$ cat src/rtl/pixel_comp_pkg.sv
// Shared constants and the layer-configuration record used by pixel_compositor.
package pixel_comp_pkg;

    localparam int CFG_PHY_W = 14;
    localparam int CFG_SCR_W = 10;

    localparam logic [11:0] KEY_COLOR        = 12'hF0F;
    localparam logic [11:0] BG_COLOR_DEFAULT = 12'h5FF;

    // Field widths track the compositor's default PHY_WIDTH / SCREEN_WIDTH.
    typedef struct packed {
        logic                 en;
        logic [CFG_PHY_W-1:0] x;
        logic [CFG_PHY_W-1:0] y;
        logic [CFG_SCR_W-1:0] w;
        logic [CFG_SCR_W-1:0] h;
    } layer_cfg_t;

endpackage

$ cat src/rtl/layer_hit_test.sv
// Single-layer rectangle hit test and layer-relative coordinates (combinational).
module layer_hit_test #(
    parameter int PHY_WIDTH    = 14,
    parameter int SCREEN_WIDTH = 10
) (
    input  logic                    i_en,
    input  logic [PHY_WIDTH-1:0]    i_lx,
    input  logic [PHY_WIDTH-1:0]    i_ly,
    input  logic [SCREEN_WIDTH-1:0] i_lw,
    input  logic [SCREEN_WIDTH-1:0] i_lh,
    input  logic [SCREEN_WIDTH-1:0] i_px,
    input  logic [SCREEN_WIDTH-1:0] i_py,
    input  logic [PHY_WIDTH-1:0]    i_cam,
    output logic                    o_hit,
    output logic [SCREEN_WIDTH-1:0] o_rel_x,
    output logic [SCREEN_WIDTH-1:0] o_rel_y
);

    localparam int CW = PHY_WIDTH + 1;

    logic [CW-1:0] w_px;
    logic [CW-1:0] w_py;
    logic [CW-1:0] w_lx;
    logic [CW-1:0] w_ly;
    logic [CW-1:0] w_x_end;
    logic [CW-1:0] w_y_end;

    // One extra bit keeps lx+w / ly+h from wrapping back onto low coordinates.
    assign w_px    = CW'(i_px);
    assign w_py    = CW'(i_py) + CW'(i_cam);
    assign w_lx    = CW'(i_lx);
    assign w_ly    = CW'(i_ly);
    assign w_x_end = w_lx + CW'(i_lw);
    assign w_y_end = w_ly + CW'(i_lh);

    assign o_hit = i_en && (w_px >= w_lx) && (w_px < w_x_end)
                        && (w_py >= w_ly) && (w_py < w_y_end);

    assign o_rel_x = i_px - i_lx[SCREEN_WIDTH-1:0];
    assign o_rel_y = w_py[SCREEN_WIDTH-1:0] - i_ly[SCREEN_WIDTH-1:0];

endmodule

$ cat src/rtl/pixel_compositor.sv
// Two-stage sprite compositor with double-buffered layer config and camera offset.
// Define PIXEL_COMPOSITOR_COLORKEY_EN to make KEY_COLOR pixels transparent.
module pixel_compositor
    import pixel_comp_pkg::*;
#(
    parameter int                     LAYER_NUM    = 8,
    parameter int                     PIXEL_WIDTH  = 12,
    parameter int                     SCREEN_WIDTH = CFG_SCR_W,
    parameter int                     PHY_WIDTH    = CFG_PHY_W,
    parameter logic [PIXEL_WIDTH-1:0] BG_COLOR     = BG_COLOR_DEFAULT
) (
    input  logic                                sys_clk,
    input  logic                                sys_rst,
    input  logic                                frame_start,
    input  logic                                cfg_valid,
    output logic                                cfg_ready,
    input  logic [$clog2(LAYER_NUM)-1:0]        cfg_layer,
    input  logic                                cfg_en,
    input  logic [PHY_WIDTH-1:0]                cfg_x,
    input  logic [PHY_WIDTH-1:0]                cfg_y,
    input  logic [SCREEN_WIDTH-1:0]             cfg_w,
    input  logic [SCREEN_WIDTH-1:0]             cfg_h,
    input  logic [PHY_WIDTH-1:0]                camera_off,
    input  logic                                pix_valid,
    input  logic                                video_on,
    input  logic [SCREEN_WIDTH-1:0]             x,
    input  logic [SCREEN_WIDTH-1:0]             y,
    output logic [LAYER_NUM*SCREEN_WIDTH-1:0]   layer_x_rom,
    output logic [LAYER_NUM*SCREEN_WIDTH-1:0]   layer_y_rom,
    input  logic [LAYER_NUM*PIXEL_WIDTH-1:0]    layer_rgb,
    output logic [PIXEL_WIDTH-1:0]              rgb,
    output logic                                rgb_valid,
    output logic [$clog2(LAYER_NUM+1)-1:0]      hit_id
);

    localparam int HID_W = $clog2(LAYER_NUM + 1);

    layer_cfg_t r_pend [LAYER_NUM];
    layer_cfg_t r_act  [LAYER_NUM];
    logic [PHY_WIDTH-1:0] r_cam;

    logic                           w_cfg_we;
    layer_cfg_t                     w_cfg_new;
    logic [LAYER_NUM-1:0]           w_hit;
    logic [LAYER_NUM*SCREEN_WIDTH-1:0] w_rel_x;
    logic [LAYER_NUM*SCREEN_WIDTH-1:0] w_rel_y;

    logic                           r_s1_valid;
    logic                           r_s1_von;
    logic [LAYER_NUM-1:0]           r_hit;
    logic [LAYER_NUM*SCREEN_WIDTH-1:0] r_rel_x;
    logic [LAYER_NUM*SCREEN_WIDTH-1:0] r_rel_y;

    logic [LAYER_NUM-1:0]           w_eff_hit;
    logic [HID_W-1:0]               w_hit_id;
    logic [PIXEL_WIDTH-1:0]         w_rgb_sel;

    logic                           r_rgb_valid;
    logic [HID_W-1:0]               r_hit_id;
    logic [PIXEL_WIDTH-1:0]         r_rgb;

    // The bank swap owns the frame_start cycle, so writes are held off then.
    assign cfg_ready = !sys_rst && !frame_start;
    assign w_cfg_we  = cfg_valid && cfg_ready;
    assign w_cfg_new = '{en: cfg_en, x: cfg_x, y: cfg_y, w: cfg_w, h: cfg_h};

    always_ff @(posedge sys_clk) begin
        if (sys_rst) begin
            r_pend <= '{default: '0};
            r_act  <= '{default: '0};
            r_cam  <= '0;
        end else begin
            for (int i = 0; i < LAYER_NUM; i++) begin
                if (w_cfg_we && int'(cfg_layer) == i) begin
                    r_pend[i] <= w_cfg_new;
                end
            end
            if (frame_start) begin
                r_act <= r_pend;
                r_cam <= camera_off;
            end
        end
    end

    for (genvar g = 0; g < LAYER_NUM; g++) begin : g_layer
        layer_hit_test #(
            .PHY_WIDTH    (PHY_WIDTH),
            .SCREEN_WIDTH (SCREEN_WIDTH)
        ) u_hit (
            .i_en    (r_act[g].en),
            .i_lx    (r_act[g].x),
            .i_ly    (r_act[g].y),
            .i_lw    (r_act[g].w),
            .i_lh    (r_act[g].h),
            .i_px    (x),
            .i_py    (y),
            .i_cam   (r_cam),
            .o_hit   (w_hit[g]),
            .o_rel_x (w_rel_x[g*SCREEN_WIDTH +: SCREEN_WIDTH]),
            .o_rel_y (w_rel_y[g*SCREEN_WIDTH +: SCREEN_WIDTH])
        );
    end

    always_ff @(posedge sys_clk) begin
        if (sys_rst) begin
            r_s1_valid <= 1'b0;
            r_s1_von   <= 1'b0;
            r_hit      <= '0;
            r_rel_x    <= '0;
            r_rel_y    <= '0;
        end else begin
            r_s1_valid <= pix_valid;
            r_s1_von   <= video_on;
            r_hit      <= w_hit;
            r_rel_x    <= w_rel_x;
            r_rel_y    <= w_rel_y;
        end
    end

    // layer_rgb answers the stage-1 coordinates within the following cycle.
    always_comb begin
        w_eff_hit = r_hit;
`ifdef PIXEL_COMPOSITOR_COLORKEY_EN
        for (int i = 0; i < LAYER_NUM; i++) begin
            if (layer_rgb[i*PIXEL_WIDTH +: PIXEL_WIDTH] == KEY_COLOR) begin
                w_eff_hit[i] = 1'b0;
            end
        end
`endif
        w_hit_id  = HID_W'(LAYER_NUM);
        w_rgb_sel = BG_COLOR;
        for (int i = LAYER_NUM - 1; i >= 0; i--) begin
            if (w_eff_hit[i]) begin
                w_hit_id  = HID_W'(i);
                w_rgb_sel = layer_rgb[i*PIXEL_WIDTH +: PIXEL_WIDTH];
            end
        end
    end

    always_ff @(posedge sys_clk) begin
        if (sys_rst) begin
            r_rgb_valid <= 1'b0;
            r_hit_id    <= HID_W'(LAYER_NUM);
            r_rgb       <= '0;
        end else begin
            r_rgb_valid <= r_s1_valid;
            r_hit_id    <= w_hit_id;
            r_rgb       <= r_s1_von ? w_rgb_sel : '0;
        end
    end

    assign layer_x_rom = r_rel_x;
    assign layer_y_rom = r_rel_y;
    assign rgb_valid   = r_rgb_valid;
    assign hit_id      = r_hit_id;
    assign rgb         = r_rgb;

endmodule

$ cat config.mk
export PLATFORM = sky130hd
export DESIGN_NAME = pixel_compositor
export DESIGN_NICKNAME = d
export VERILOG_FILES = /design/src/rtl/pixel_comp_pkg.sv /design/src/rtl/layer_hit_test.sv /design/src/rtl/pixel_compositor.sv
export SDC_FILE = /design/constraint.sdc
export NUM_CORES = 2
export LEC_CHECK = 0
export CORE_MARGIN = 8
export CORE_UTILIZATION = 35
export DETAILED_ROUTE_END_ITERATION = 6
export GPL_ROUTABILITY_DRIVEN = 0
export HOLD_SLACK_MARGIN = 0.08
export PLACE_DENSITY = 0.52
export SKIP_CTS_REPAIR_TIMING = 1
export SLEW_MARGIN = 20
export SYNTH_ARGS = -nofsm -noshare
export SYNTH_HDL_FRONTEND = slang
export SYNTH_SLANG_ARGS = --single-unit
$ cat constraint.sdc
create_clock -name sys_clk -period 6.48 [get_ports sys_clk]
set_input_delay 0.648 -clock sys_clk [delete_from_list [all_inputs] [get_ports sys_clk]]
set_output_delay 0.648 -clock sys_clk [all_outputs]
set_load 0.005 [all_outputs]
==> reports/results.ini <==
[worst_hold_path]
hp-class=input port to register

[sta]
finClkSkew_ns=0.0510
tns_ns=0
setup_viol=0
finalCriticalPeriod_ns=4.65
timing.fmax_ghz=0.215
drv_slew=0
worstMarginPinSlew_ns=1.21
rsz0062_at_grt=no
slew_headroom=0.186
period_share=0.717
hold_violations=0

[place]
dp_cells=8221
dpl.hpwl_um=131000
portBuffers=365

[power_and_ir_drop]
power.density_nw_per_um2=256
internal_power_uw=11400
switching_share=0.278
vdd_drop_max_mv=0.208
p_leak_uw=0.0249
power_frac_comb=0.160
switchingPower_uw=4410
seq_power_share=0.399
clock_power_share=0.440

[floorplan]
die_y_um=402
die_width_um=402
die-area_um2=162000
start_util=0.353
core_area_um2=148000
boundaryPins=366
row_count=141

[cells_and_area]
finalNonFillerCells=8444
drive_gt1_frac=0.0518
fin_util=0.418
synthToLayoutAreaGrowth_pct=18.6
nNetsFinal=7176

[cts]
cts_made_buffers=116
htreeDepth=3
cts_tree=done
clockBufferDepth=3
clkTransAtPathRegs_ns=0.06
clockRootBuffer=clkbuf_16
clk_latency_ns=0.74
cts.sink_count=985

[drt]
drcViolationCount=0
wirelength_um=187000
vias=43900
drt-wirelength-per-cell_um=22.1
vias_per_cell=5.20
drt-initial-drc-count=3127
first_pass_iters=5
ant_nets=0

[grt]
grt_pass1_wl_um=275000
grt_pass1_vias=42200
grt_max_degree=178
overflow=0
antenna_found_initial=20
grt_usage=0.221

[setup_path]
cp-end-kind=register
path_class=input port to register
crit_required_ns=7.09
critPathLaunchType=input port
r2r_slack_ns=1.87
cp_max_fo=12
arrival_ns=5.26

[logic_synthesis]
synth_flop_cell=dfxtp_1
yosys_warnings=0
synth_cells=6152
synth_seq_area_share=0.377
syn_area_per_cell_um2=8.49
synthArstFlopShare=0
syn_nets=6919
syn_area_um2=52200
synth_edf_count=0
yosys_register_bits=985
synth_cell_types=75

[outcome]
status=finished clean

[run]
cap_violations=0

==> power groups by stage <==
| stage | clock network (µW) | logic (µW) | registers, µW |
|---|---|---|---|
| after floorplan | 0 | 1320 | 6440 |
| after global placement | 0 | 2540 | 6460 |
| after detailed placement | 0 | 2540 | 6460 |
| after CTS | 7140 | 2560 | 6330 |
| after global routing | 7390 | 2760 | 6340 |
| final | 6980 | 2540 | 6330 |
==> flip-flops by register name (all words and copies together) (netlist names) <==
name,flops
r_cam,14
r_hit,8
r_s1_valid,1
hit_id,4
rgb_valid,1
rgb,12
layer_x_rom,80
r_act,392
r_pend,392
r_s1_von,1
layer_y_rom,80
==> area by class of cell <==
class                           instances  area [µm²]
Antenna cell                            5        12.5
Clock buffer                          169        3390
Clock inverter                         49         698
Fill cell                           14800       86100
Inverter                              312        1170
Multi-Input combinational cell       4547       30200
Sequential cell                       985       19700
Tap cell                             1930        2410
Timing Repair Buffer                  447        4290
==> cell families (layout without fill, tap and decap cells) <==
| group | after synthesis | after routing | share of synthesized area |
|---|---|---|---|
| simple gates | 2052 | 2052 | 0.167 |
| buf+inv | 620 | 977 | 0.0464 |
| mux | 409 | 409 | 0.0784 |
| xor+xnor | 266 | 266 | 0.0446 |
| flops | 985 | 985 | 0.377 |
| compound gates | 1241 | 1241 | 0.142 |
| fa+ha+maj | 579 | 579 | 0.143 |
| other cells | 0 | 5 | 0 |
==> path summary, 6_finish.rpt <==
kind | startpoint | to | cells past startpoint
worst max-delay path | y[1] | r_hit[0] | 16
worst min-delay path | sys_rst | r_act[283] | 2
worst max register to register | r_cam[2] | r_hit[0] | 14
worst min register to register | r_s1_valid | rgb_valid | 1
==> critical path, stage by stage <==
cell             delay, ns
clkdlybuf4s50_1       0.47
ha_1                  0.32
a21o_1                0.18
a21oi_1               0.29
nor2_1                0.07
o21a_1                0.20
o311ai_0              0.46
a31oi_1               0.27
o2111ai_1             0.34
xnor2_2               0.47
ha_1                  0.40
nor2b_1               0.13
o21ai_0               0.17
o2111ai_1             0.14
a211o_1               0.33
a2111oi_0             0.37
==> synth_stat cells (32+ instances only) <==
| library cell | n | area (µm²) |
|---|---|---|
| mux2i_1 | 408 | 4080 |
| xnor2_1 | 181 | 1590 |
| nor3_1 | 92 | 460 |
| nor2b_1 | 75 | 469 |
| xor2_1 | 85 | 744 |
| inv_1 | 311 | 1170 |
| a31oi_1 | 32 | 200 |
| o21ai_0 | 187 | 936 |
| ha_1 | 546 | 6830 |
| dfxtp_1 | 985 | 19700 |
| a211oi_1 | 37 | 278 |
| clkbuf_1 | 211 | 792 |
| nand2_1 | 912 | 3420 |
| nand4_1 | 60 | 375 |
| nand3_1 | 53 | 265 |
| o21a_1 | 33 | 248 |
| a21o_1 | 110 | 826 |
| fa_1 | 33 | 661 |
| a21oi_1 | 616 | 3080 |
| buf_1 | 39 | 146 |
| nor2_1 | 677 | 2540 |
| nand2b_1 | 60 | 375 |
==> metrics by stage <==
stage | hold WS [ns] | cell area [µm²] | worst slack, ns | power, µW
after floorplan | 0.414 | 52200 | 1.93 | 7760
after global placement | 0.425 | 57800 | 1.19 | 9000
after detailed placement | 0.429 | 57800 | 1.16 | 9010
after CTS | 0.260 | 61900 | 1.92 | 16000
after global routing | 0.306 | 61900 | 1.43 | 16500
final | 0.295 | 61900 | 1.83 | 15800
==> routing by layer <==
metal,up-vias,routed length (µm),GRT usage
li1,21600,-,-
met1,21000,87500,0.303
met2,1170,82700,0.354
met3,197,11000,0.0368
met4,14,5540,0.0673
met5,-,91,0
==> placed cells by master, fill, tap and decap left out, types with 51 or more instances in the layout <==
cell | synthesis | layout
o21ai_0 | 187 | 187
xor2_1 | 85 | 82
a21o_1 | 110 | 110
ha_1 | 546 | 546
nor3_1 | 92 | 92
nand2_1 | 912 | 911
dfxtp_1 | 985 | 985
a21oi_1 | 616 | 616
nor2_1 | 677 | 677
nand4_1 | 60 | 60
clkbuf_16 | 0 | 116
nand2b_1 | 60 | 60
nand3_1 | 53 | 51
buf_4 | 10 | 80
mux2i_1 | 408 | 408
xnor2_1 | 181 | 173
inv_1 | 311 | 311
clkdlybuf4s50_1 | 0 | 361
nor2b_1 | 75 | 74
(Power assumes the default switching activity.)
